--- src/rtl/wave_sample_gen.sv ---
// wave_sample_gen: phase-accumulator oscillator that emits one 8-bit sample
// every DIV clocks and offers it to the combiner over a done/ready handshake.
//
// Ports:
//   clk        system clock
//   n_rst      asynchronous active-low reset
//   en         enables the tick counter and sample generation
//   phase_inc  phase increment added on every tick
//   wave_sel   00 square, 01 saw, 10 triangle, 11 mid-level (8'h80)
//   ready      combiner acknowledge; a sample is taken when done && ready
//   clr_ovf    synchronous clear of the overrun flag
//   sample     current sample (registered, stable while done=1)
//   done       sample valid (registered)
//   overrun    sticky: a tick arrived while the previous sample was unacknowledged
module wave_sample_gen #(
    parameter int unsigned DIV   = 4,
    parameter int unsigned ACC_W = 16
) (
    input  logic             clk,
    input  logic             n_rst,
    input  logic             en,
    input  logic [ACC_W-1:0] phase_inc,
    input  logic [1:0]       wave_sel,
    input  logic             ready,
    input  logic             clr_ovf,
    output logic [7:0]       sample,
    output logic             done,
    output logic             overrun
);

    localparam int unsigned CNT_W = (DIV > 1) ? $clog2(DIV) : 1;
    localparam logic [CNT_W-1:0] CNT_MAX = CNT_W'(DIV - 1);

    // IDLE: no sample outstanding; HOLD: sample offered, awaiting ready
    typedef enum logic {
        S_IDLE = 1'b0,
        S_HOLD = 1'b1
    } state_t;

    state_t           state, state_nx;
    logic [CNT_W-1:0] cnt, cnt_nx;
    logic [ACC_W-1:0] phase, phase_nx;
    logic [7:0]       sample_nx;
    logic             ovf_nx;
    logic             tick_c;
    logic [7:0]       p_c;
    logic [7:0]       wave_c;

    assign tick_c = en && (cnt == CNT_MAX);

    // Waveform is taken from the phase before this tick's increment
    assign p_c = phase[ACC_W-1 -: 8];

    // Sample shaping for the selected waveform
    always_comb begin
        wave_c = 8'h80;
        case (wave_sel)
            2'b00:   wave_c = p_c[7] ? 8'hFF : 8'h00;
            2'b01:   wave_c = p_c;
            2'b10:   wave_c = p_c[7] ? ~{p_c[6:0], 1'b0} : {p_c[6:0], 1'b0};
            default: wave_c = 8'h80;
        endcase
    end

    // Next-state: tick counter, phase accumulator, handshake and overrun
    always_comb begin
        state_nx  = state;
        cnt_nx    = cnt;
        phase_nx  = phase;
        sample_nx = sample;
        ovf_nx    = overrun;

        if (!en || cnt == CNT_MAX) begin
            cnt_nx = '0;
        end else begin
            cnt_nx = cnt + CNT_W'(1);
        end

        // Phase advances on every tick, even if the sample is dropped
        if (tick_c) begin
            phase_nx = phase + phase_inc;
        end

        // Clear first so that a simultaneous overrun set wins
        if (clr_ovf) begin
            ovf_nx = 1'b0;
        end

        case (state)
            S_IDLE: begin
                if (tick_c) begin
                    sample_nx = wave_c;
                    state_nx  = S_HOLD;
                end
            end
            S_HOLD: begin
                if (tick_c) begin
                    // Ack at the tick edge consumes old and loads new back-to-back
                    if (ready) begin
                        sample_nx = wave_c;
                    end else begin
                        ovf_nx = 1'b1;
                    end
                end else if (ready) begin
                    state_nx = S_IDLE;
                end
            end
            default: state_nx = S_IDLE;
        endcase
    end

    // State and output registers
    always_ff @(posedge clk or negedge n_rst) begin
        if (!n_rst) begin
            state   <= S_IDLE;
            cnt     <= '0;
            phase   <= '0;
            sample  <= 8'h00;
            done    <= 1'b0;
            overrun <= 1'b0;
        end else begin
            state   <= state_nx;
            cnt     <= cnt_nx;
            phase   <= phase_nx;
            sample  <= sample_nx;
            done    <= (state_nx == S_HOLD);
            overrun <= ovf_nx;
        end
    end

endmodule
--- config.mk ---
export PLATFORM = sky130hd
export DESIGN_NAME = wave_sample_gen
export DESIGN_NICKNAME = d
export VERILOG_FILES = /design/src/rtl/wave_sample_gen.sv
export SDC_FILE = /design/constraint.sdc
export NUM_CORES = 1
export LEC_CHECK = 0
export BUFFER_PORTS_ARGS = -buffer_cell sky130_fd_sc_hd__buf_2
export CAP_MARGIN = 20
export CORE_MARGIN = 4
export CORE_UTILIZATION = 50
export DETAILED_ROUTE_END_ITERATION = 16
export PLACE_DENSITY = 0.72
export RECOVER_POWER = 100
export SYNTH_ARGS = -nofsm -noshare
export SYNTH_HDL_FRONTEND = slang
export SYNTH_SLANG_ARGS = --single-unit
--- constraint.sdc ---
create_clock -name clk -period 2.5 [get_ports clk]
set_input_delay 0.25 -clock clk [delete_from_list [all_inputs] [get_ports clk]]
set_output_delay 0.25 -clock clk [all_outputs]
set_load 0.02 [all_outputs]
==> impl_metrics.py, run 1 <==
metrics = {
    "power_and_ir_drop": {
        "switching_share_pct": 43.4,
        "p_comb_share_pct": 55.3,
        "p_per_area_nw_per_um2": 1090,
        "peakVddDrop_v": 0.000632,
        "sequentialPowerShare_pct": 30.3,
        "p_clk_share_pct": 14.4,
        "p_leak_nw": 1.09,
        "p_int_mw": 1.43,
        "power_switching_mw": 1.10,
    },
    "run_status": {
        "violations": "max-capacitance violations, max-slew violations",
        "status": "complete, but fails checks",
    },
    "die": {
        "ioPinCount": 33,
        "start_util_pct": 51.4,
        "core-area_um2": 4000,
        "rows": 23,
        "die_width_um": 72.1,
        "die_h_um": 72.1,
        "fp.dieArea_um2": 5200,
    },
    "setup_path": {
        "crit_end": "phase[8]",
        "start_kind": "flip-flop",
        "cp_cell_sequence": "ha_1 > fa_1 > a21o_1 > a311o_2 > a31oi_4 > xnor2_1 > mux2_4",
        "worstPathArrival_ps": 2540,
        "reg2reg_setup_slack_ps": 140,
        "crit_path_top_delay_cell": "a311o_2",
        "r2r_start": "phase[0]",
        "cp-end-kind": "flip-flop",
        "critical_path_buf_inv_count": 0,
        "critPathMaxStageDelay_ps": 440,
        "crit_type": "reg2reg",
        "cp.depth": 7,
        "path_max_fanout": 3,
        "critical-path-top-delay-family": "compound AO/OA/AOI/OAI gates",
        "r2r_end": "phase[8]",
        "rr_worst_depth": 7,
        "cp.required_ps": 2680,
        "crit_start": "phase[0]",
    },
    "clock_network": {
        "clkSlewWorstSetupHoldPaths_ps": 100,
        "cts_buffer_depth": 2,
        "root_buffer": "clkbuf_8",
        "cts_made_buffers": 3,
        "cts_resized": 0,
        "cts_max_level": 1,
        "clock-sinks": 28,
        "clock_latency_ps": 280,
        "cts_tree": "built",
    },
    "global_routing": {
        "grt_max_degree": 29,
        "overflow": 0,
        "grt_pass1_vias": 1837,
        "grt_usage_pct": 19.3,
        "grt_pass1_wl_mm": 8.09,
        "antenna_found_initial": 0,
    },
    "route": {
        "postRouteAntennaNets": 0,
        "routed_wl_mm": 4.56,
        "viasPerCell": 5.73,
        "vias": 1812,
        "wl_per_cell_um": 14.4,
        "drtIter0Drc": 62,
        "first_pass_iters": 4,
        "drc_errors": 0,
    },
    "synth": {
        "synthesis.area_um2": 2060,
        "yosys.area.top_type": "dfrtp_1",
        "synth_edf_count": 0,
        "async_flop_share_pct": 100,
        "synth_top_area_share_pct": 34.1,
        "ys_types": 50,
        "syn_area_per_cell_um2": 8.64,
        "ys.warnings.count": 0,
        "synth_ff_type": "dfrtp_1",
        "yosysMostFrequentCell": "nand2_1",
        "synthCells": 238,
        "ys_seq_elements": 28,
        "yosysSeqAreaShare_pct": 34.1,
        "ys_top_cells_by_area": "dfrtp_1, ha_1, nand2_1",
        "yosys-top-cells-count": "nand2_1, dfrtp_1, o21ai_0",
        "syn_nets": 278,
    },
    "cells_and_area": {
        "drive_above_1_share_pct": 12.8,
        "area_growth_pct": 12.9,
        "antenna_cells": 0,
        "final_cells": 316,
        "fin_area_um2": 2320,
        "nets": 307,
    },
    "timing": {
        "maxSlewViolCount": 29,
        "tightestPinTransition_ps": 1530,
        "skew_ps": 9.38,
        "rsz0062_at_grt": "false",
        "max_slew_margin_pct": -1.85,
        "timing.hold.ws_ps": 130,
        "hold_viol": 0,
        "setup_viol": 0,
        "fin_crit_ps": 2360,
        "post-route-period-util_pct": 94.3,
        "fin_setup_tns_ps": 0,
        "fmaxAchievable_mhz": 424,
    },
    "run": {
        "max_cap_violations": 1,
    },
    "min_path": {
        "hp-class": "in2reg",
        "hold_path_startpoint": "clr_ovf",
    },
    "placed_design": {
        "port_buffers": 32,
        "placed_cell_area_um2": 2260,
        "placed_cells": 311,
        "dp.final_hpwl_mm": 3.44,
        "gp_congestion": 0.838,
    },
}
[final cells by class]
class | instances | area, µm²
Clock inverter | 1 | 30.0
Tap cell | 50 | 62.6
Inverter | 2 | 7.51
Fill cell | 386 | 1680
Multi-Input combinational cell | 194 | 1290
Clock buffer | 3 | 41.3
Sequential cell | 28 | 701
Timing Repair Buffer | 38 | 190
[power groups by stage]
stage | sequential, mW | clock [mW] | combinational (mW)
after floorplan | 0.815 | 0 | 1.02
after global placement | 0.768 | 0 | 1.38
after detailed placement | 0.775 | 0 | 1.39
after CTS | 0.765 | 0.378 | 1.41
after global routing | 0.798 | 0.393 | 1.57
final | 0.767 | 0.365 | 1.40
[cells in the final DEF (no fill, tap or decap), types with 3 or more instances in the layout]
master    Yosys  layout
ha_1         16      16
nor2b_1       3       3
buf_4         0       4
nand4_1       5       5
xor2_1       10      10
nand2b_1      3       3
a21oi_1      16      16
buf_2         5      21
xnor2_1       4       4
nor2_1       12      12
a21o_1       13      13
dfrtp_1      28      28
nor3_1        4       4
o211ai_1      3       3
nand3_1       6       6
a31oi_1       3       3
o21ai_0      22      22
nand2_1      35      35
clkbuf_1      7      12
clkbuf_8      0       3
[logic make-up (layout without fill, tap and decap cells)]
family                     after synthesis  count (layout)  share of synthesized area, %
AOI/OAI and AO/OA                       80              80                          25.9
xor gates and xnor gates                14              14                          5.96
adders and majority gates               17              17                          10.7
buffers and inverters                   16              44                          3.22
DFF                                     28              28                          34.1
muxes                                    1               1                         0.730
and+or+nand+nor                         82              82                          19.4
[timing repair]
action	CTS	global route
endpoints found under the setup margin	0	0
hold buffers	1	0
endpoints found under the hold margin	16	0
setup buffers	0	0
[worst min path at each step]
stage	end	slack [ps]	cells past startpoint
2_1_floorplan	cnt[0]	-50	0
3_3_place_gp	sample[1]	310	1
3_5_place_dp	sample[2]	310	1
4_1_cts	overrun	120	2
5_1_grt	overrun	130	2
6_report	overrun	130	2
[metrics by stage]
stage / total power [mW] / setup WS (ps) / util, %
finish: 2.53 / 143 / 58.1
global route: 2.76 / 57.5 / 58.1
CTS: 2.55 / 146 / 58.5
detailed placement: 2.17 / 164 / 56.5
global placement: 2.14 / 218 / 56.5
floorplan: 1.83 / 286 / -
[state kept, by name (all words and copies together) (netlist names)]
signal,cells
phase,16
sample,8
cnt,2
overrun,1
state,1
[layer usage]
metal / up-vias / share of wire (%) / track usage [%]
met5: - / 0 / 0
met4: 0 / 0.96 / 3.97
met3: 7 / 4.2 / 3.60
met2: 35 / 48 / 34.3
met1: 846 / 47 / 24.2
li1: 924 / - / -
No activity file was read; power rests on OpenSTA's default activity.
==> inputs of run 2 (changes only) <==
==> constraint.sdc (replaced) <==
create_clock -name clk -period 2.5 [get_ports clk]
set_input_delay 0.125 -clock clk [delete_from_list [all_inputs] [get_ports clk]]
set_output_delay 0.125 -clock clk [all_outputs]
set_load 0.02 [all_outputs]
==> impl_metrics.py, run 2 (synthesized netlist as in run 1, its figures left out) <==
metrics = {
    "run_status": {
        "status": "complete, but fails checks",
        "violations": "max-capacitance violations, max-slew violations",
    },
    "setup_path": {
        "rr_worst_depth": 7,
        "cp_cell_sequence": "ha_1 > fa_1 > a21o_1 > a311o_2 > a31oi_4 > xnor2_1 > mux2_4",
        "r2r_end": "phase[8]",
        "cp-end-kind": "flip-flop",
        "cp.required_ps": 2680,
        "crit_path_top_delay_cell": "a311o_2",
        "reg2reg_setup_slack_ps": 180,
        "start_kind": "flip-flop",
        "critPathMaxStageDelay_ps": 440,
        "worstPathArrival_ps": 2500,
        "r2r_start": "phase[0]",
        "crit_type": "reg2reg",
        "path_max_fanout": 3,
    },
    "timing": {
        "setup_viol": 0,
        "maxSlewViolCount": 29,
        "tightestPinTransition_ps": 1520,
        "hold_viol": 0,
        "fmaxAchievable_mhz": 431,
        "max_slew_margin_pct": -1.05,
        "fin_crit_ps": 2320,
        "rsz0062_at_grt": "false",
        "skew_ps": 14.5,
        "fin_setup_tns_ps": 0,
        "post-route-period-util_pct": 92.7,
    },
    "min_path": {
        "whs_endpoint": "overrun",
        "hold_path_startpoint": "clr_ovf",
        "whs_path_depth": 2,
        "hp-class": "in2reg",
    },
    "global_routing": {
        "antenna_found_initial": 0,
        "use_met1_pct": 23.6,
        "grt_max_degree": 29,
        "use_met3_pct": 3.46,
        "globalRouteMet2Util_pct": 31.6,
        "overflow": 0,
        "grt_pass1_wl_mm": 7.65,
        "grt_usage_pct": 18.3,
        "grt.busiest_layer": "met2",
        "grt_pass1_vias": 1692,
    },
    "route": {
        "wl_per_cell_um": 13.9,
        "vias": 1813,
        "postRouteAntennaNets": 0,
        "first_pass_iters": 5,
        "viasPerCell": 5.74,
        "routed_wl_mm": 4.40,
        "drc_errors": 0,
        "drtIter0Drc": 73,
    },
    "clock_network": {
        "clock-sinks": 28,
        "root_buffer": "clkbuf_8",
        "cts_tree": "built",
        "clkSlewWorstSetupHoldPaths_ps": 100,
        "post-cts-setup-buffers": 0,
        "cts_made_buffers": 3,
        "clock_latency_ps": 290,
        "cts_max_level": 1,
        "cts_buffer_depth": 2,
    },
    "placed_design": {
        "gp_congestion": 0.854,
        "dp.final_hpwl_mm": 3.32,
        "placed_cells": 311,
        "port_buffers": 32,
    },
    "power_and_ir_drop": {
        "p_total_mw": 2.51,
        "p_per_area_nw_per_um2": 1080,
        "peakVddDrop_v": 0.000621,
        "p_leak_nw": 1.09,
    },
    "cells_and_area": {
        "layout_commonest_cell": "nand2_1",
        "regMostFlops": "phase",
        "antenna_cells": 0,
        "largest_reg_flops": 16,
        "nets": 307,
        "drive_above_1_share_pct": 12.8,
        "mostFrequentLayoutCells": "nand2_1, dfrtp_1, o21ai_0, buf_2",
        "final_cells": 316,
        "final_util_pct": 58.1,
        "area_growth_pct": 12.9,
        "reg_top3": "phase (16), sample (8), cnt (2)",
    },
    "die": {
        "die_width_um": 72.1,
        "ioPinCount": 33,
        "fp.dieArea_um2": 5200,
        "die_h_um": 72.1,
        "rows": 23,
        "core-area_um2": 4000,
        "start_util_pct": 51.4,
    },
    "run": {
        "max_cap_violations": 1,
    },
}
run 2: metrics by stage:
| step | area (µm²) | setup WS (ps) | hold WS (ps) |
|---|---|---|---|
| finish | 2320 | 182 | 11.4 |
| global route | 2320 | 87.4 | 12.1 |
| floorplan | 2060 | 286 | -171 |
| global placement | 2260 | 221 | 185 |
| detailed placement | 2260 | 192 | 187 |
| CTS | 2340 | 177 | 10.3 |
run 2: repair_timing:
action / in CTS / in global routing
endpoints found under the setup margin: 0 / 0
hold buffers: 1 / 0
resized for setup: 0 / 0
hold endpoints to repair: 28 / 0
run 2: critical path: cells and delay by family, from the launching register on:
| kind | cells | cell delay (ps) |
|---|---|---|
| AO/OA/AOI/OAI | 3 | 860 |
| XOR/XNOR | 1 | 80 |
| adder cells (fa/ha/maj) | 2 | 640 |
| flip-flops | 1 | 390 |
| multiplexers | 1 | 260 |
run 2: area by class of cell:
cell class                 count  area (µm²)
clock buffer                   3        41.3
clock inverter                 1        30.0
fill                         388        1680
inverter                       2        7.51
multi-input combinational    194        1290
sequential                    28         701
tap                           50        62.6
timing repair buffer          38         190
run 2: how the worst max path moves through the flow:
stage | to | start | cells past startpoint
detailed placement | phase[8] | phase[0] | 7
CTS | phase[8] | phase[0] | 7
global placement | phase[8] | phase[0] | 7
global route | phase[10] | phase[0] | 7
finish | phase[8] | phase[0] | 7
floorplan | phase[8] | phase[0] | 7
run 2: per-layer routing:
metal  wire length (µm)  up-vias
li1                   -      934
met1               2060      838
met2               2100       37
met3                192        4
met4                 43        0
met5                  0        -
run 2: where the power goes:
group / internal, mW / leakage [nW] / total [mW] / switching, mW
logic: 0.588 / 0.700 / 1.38 / 0.796
registers: 0.630 / 0.354 / 0.765 / 0.135
clock network: 0.215 / 0.0357 / 0.361 / 0.146
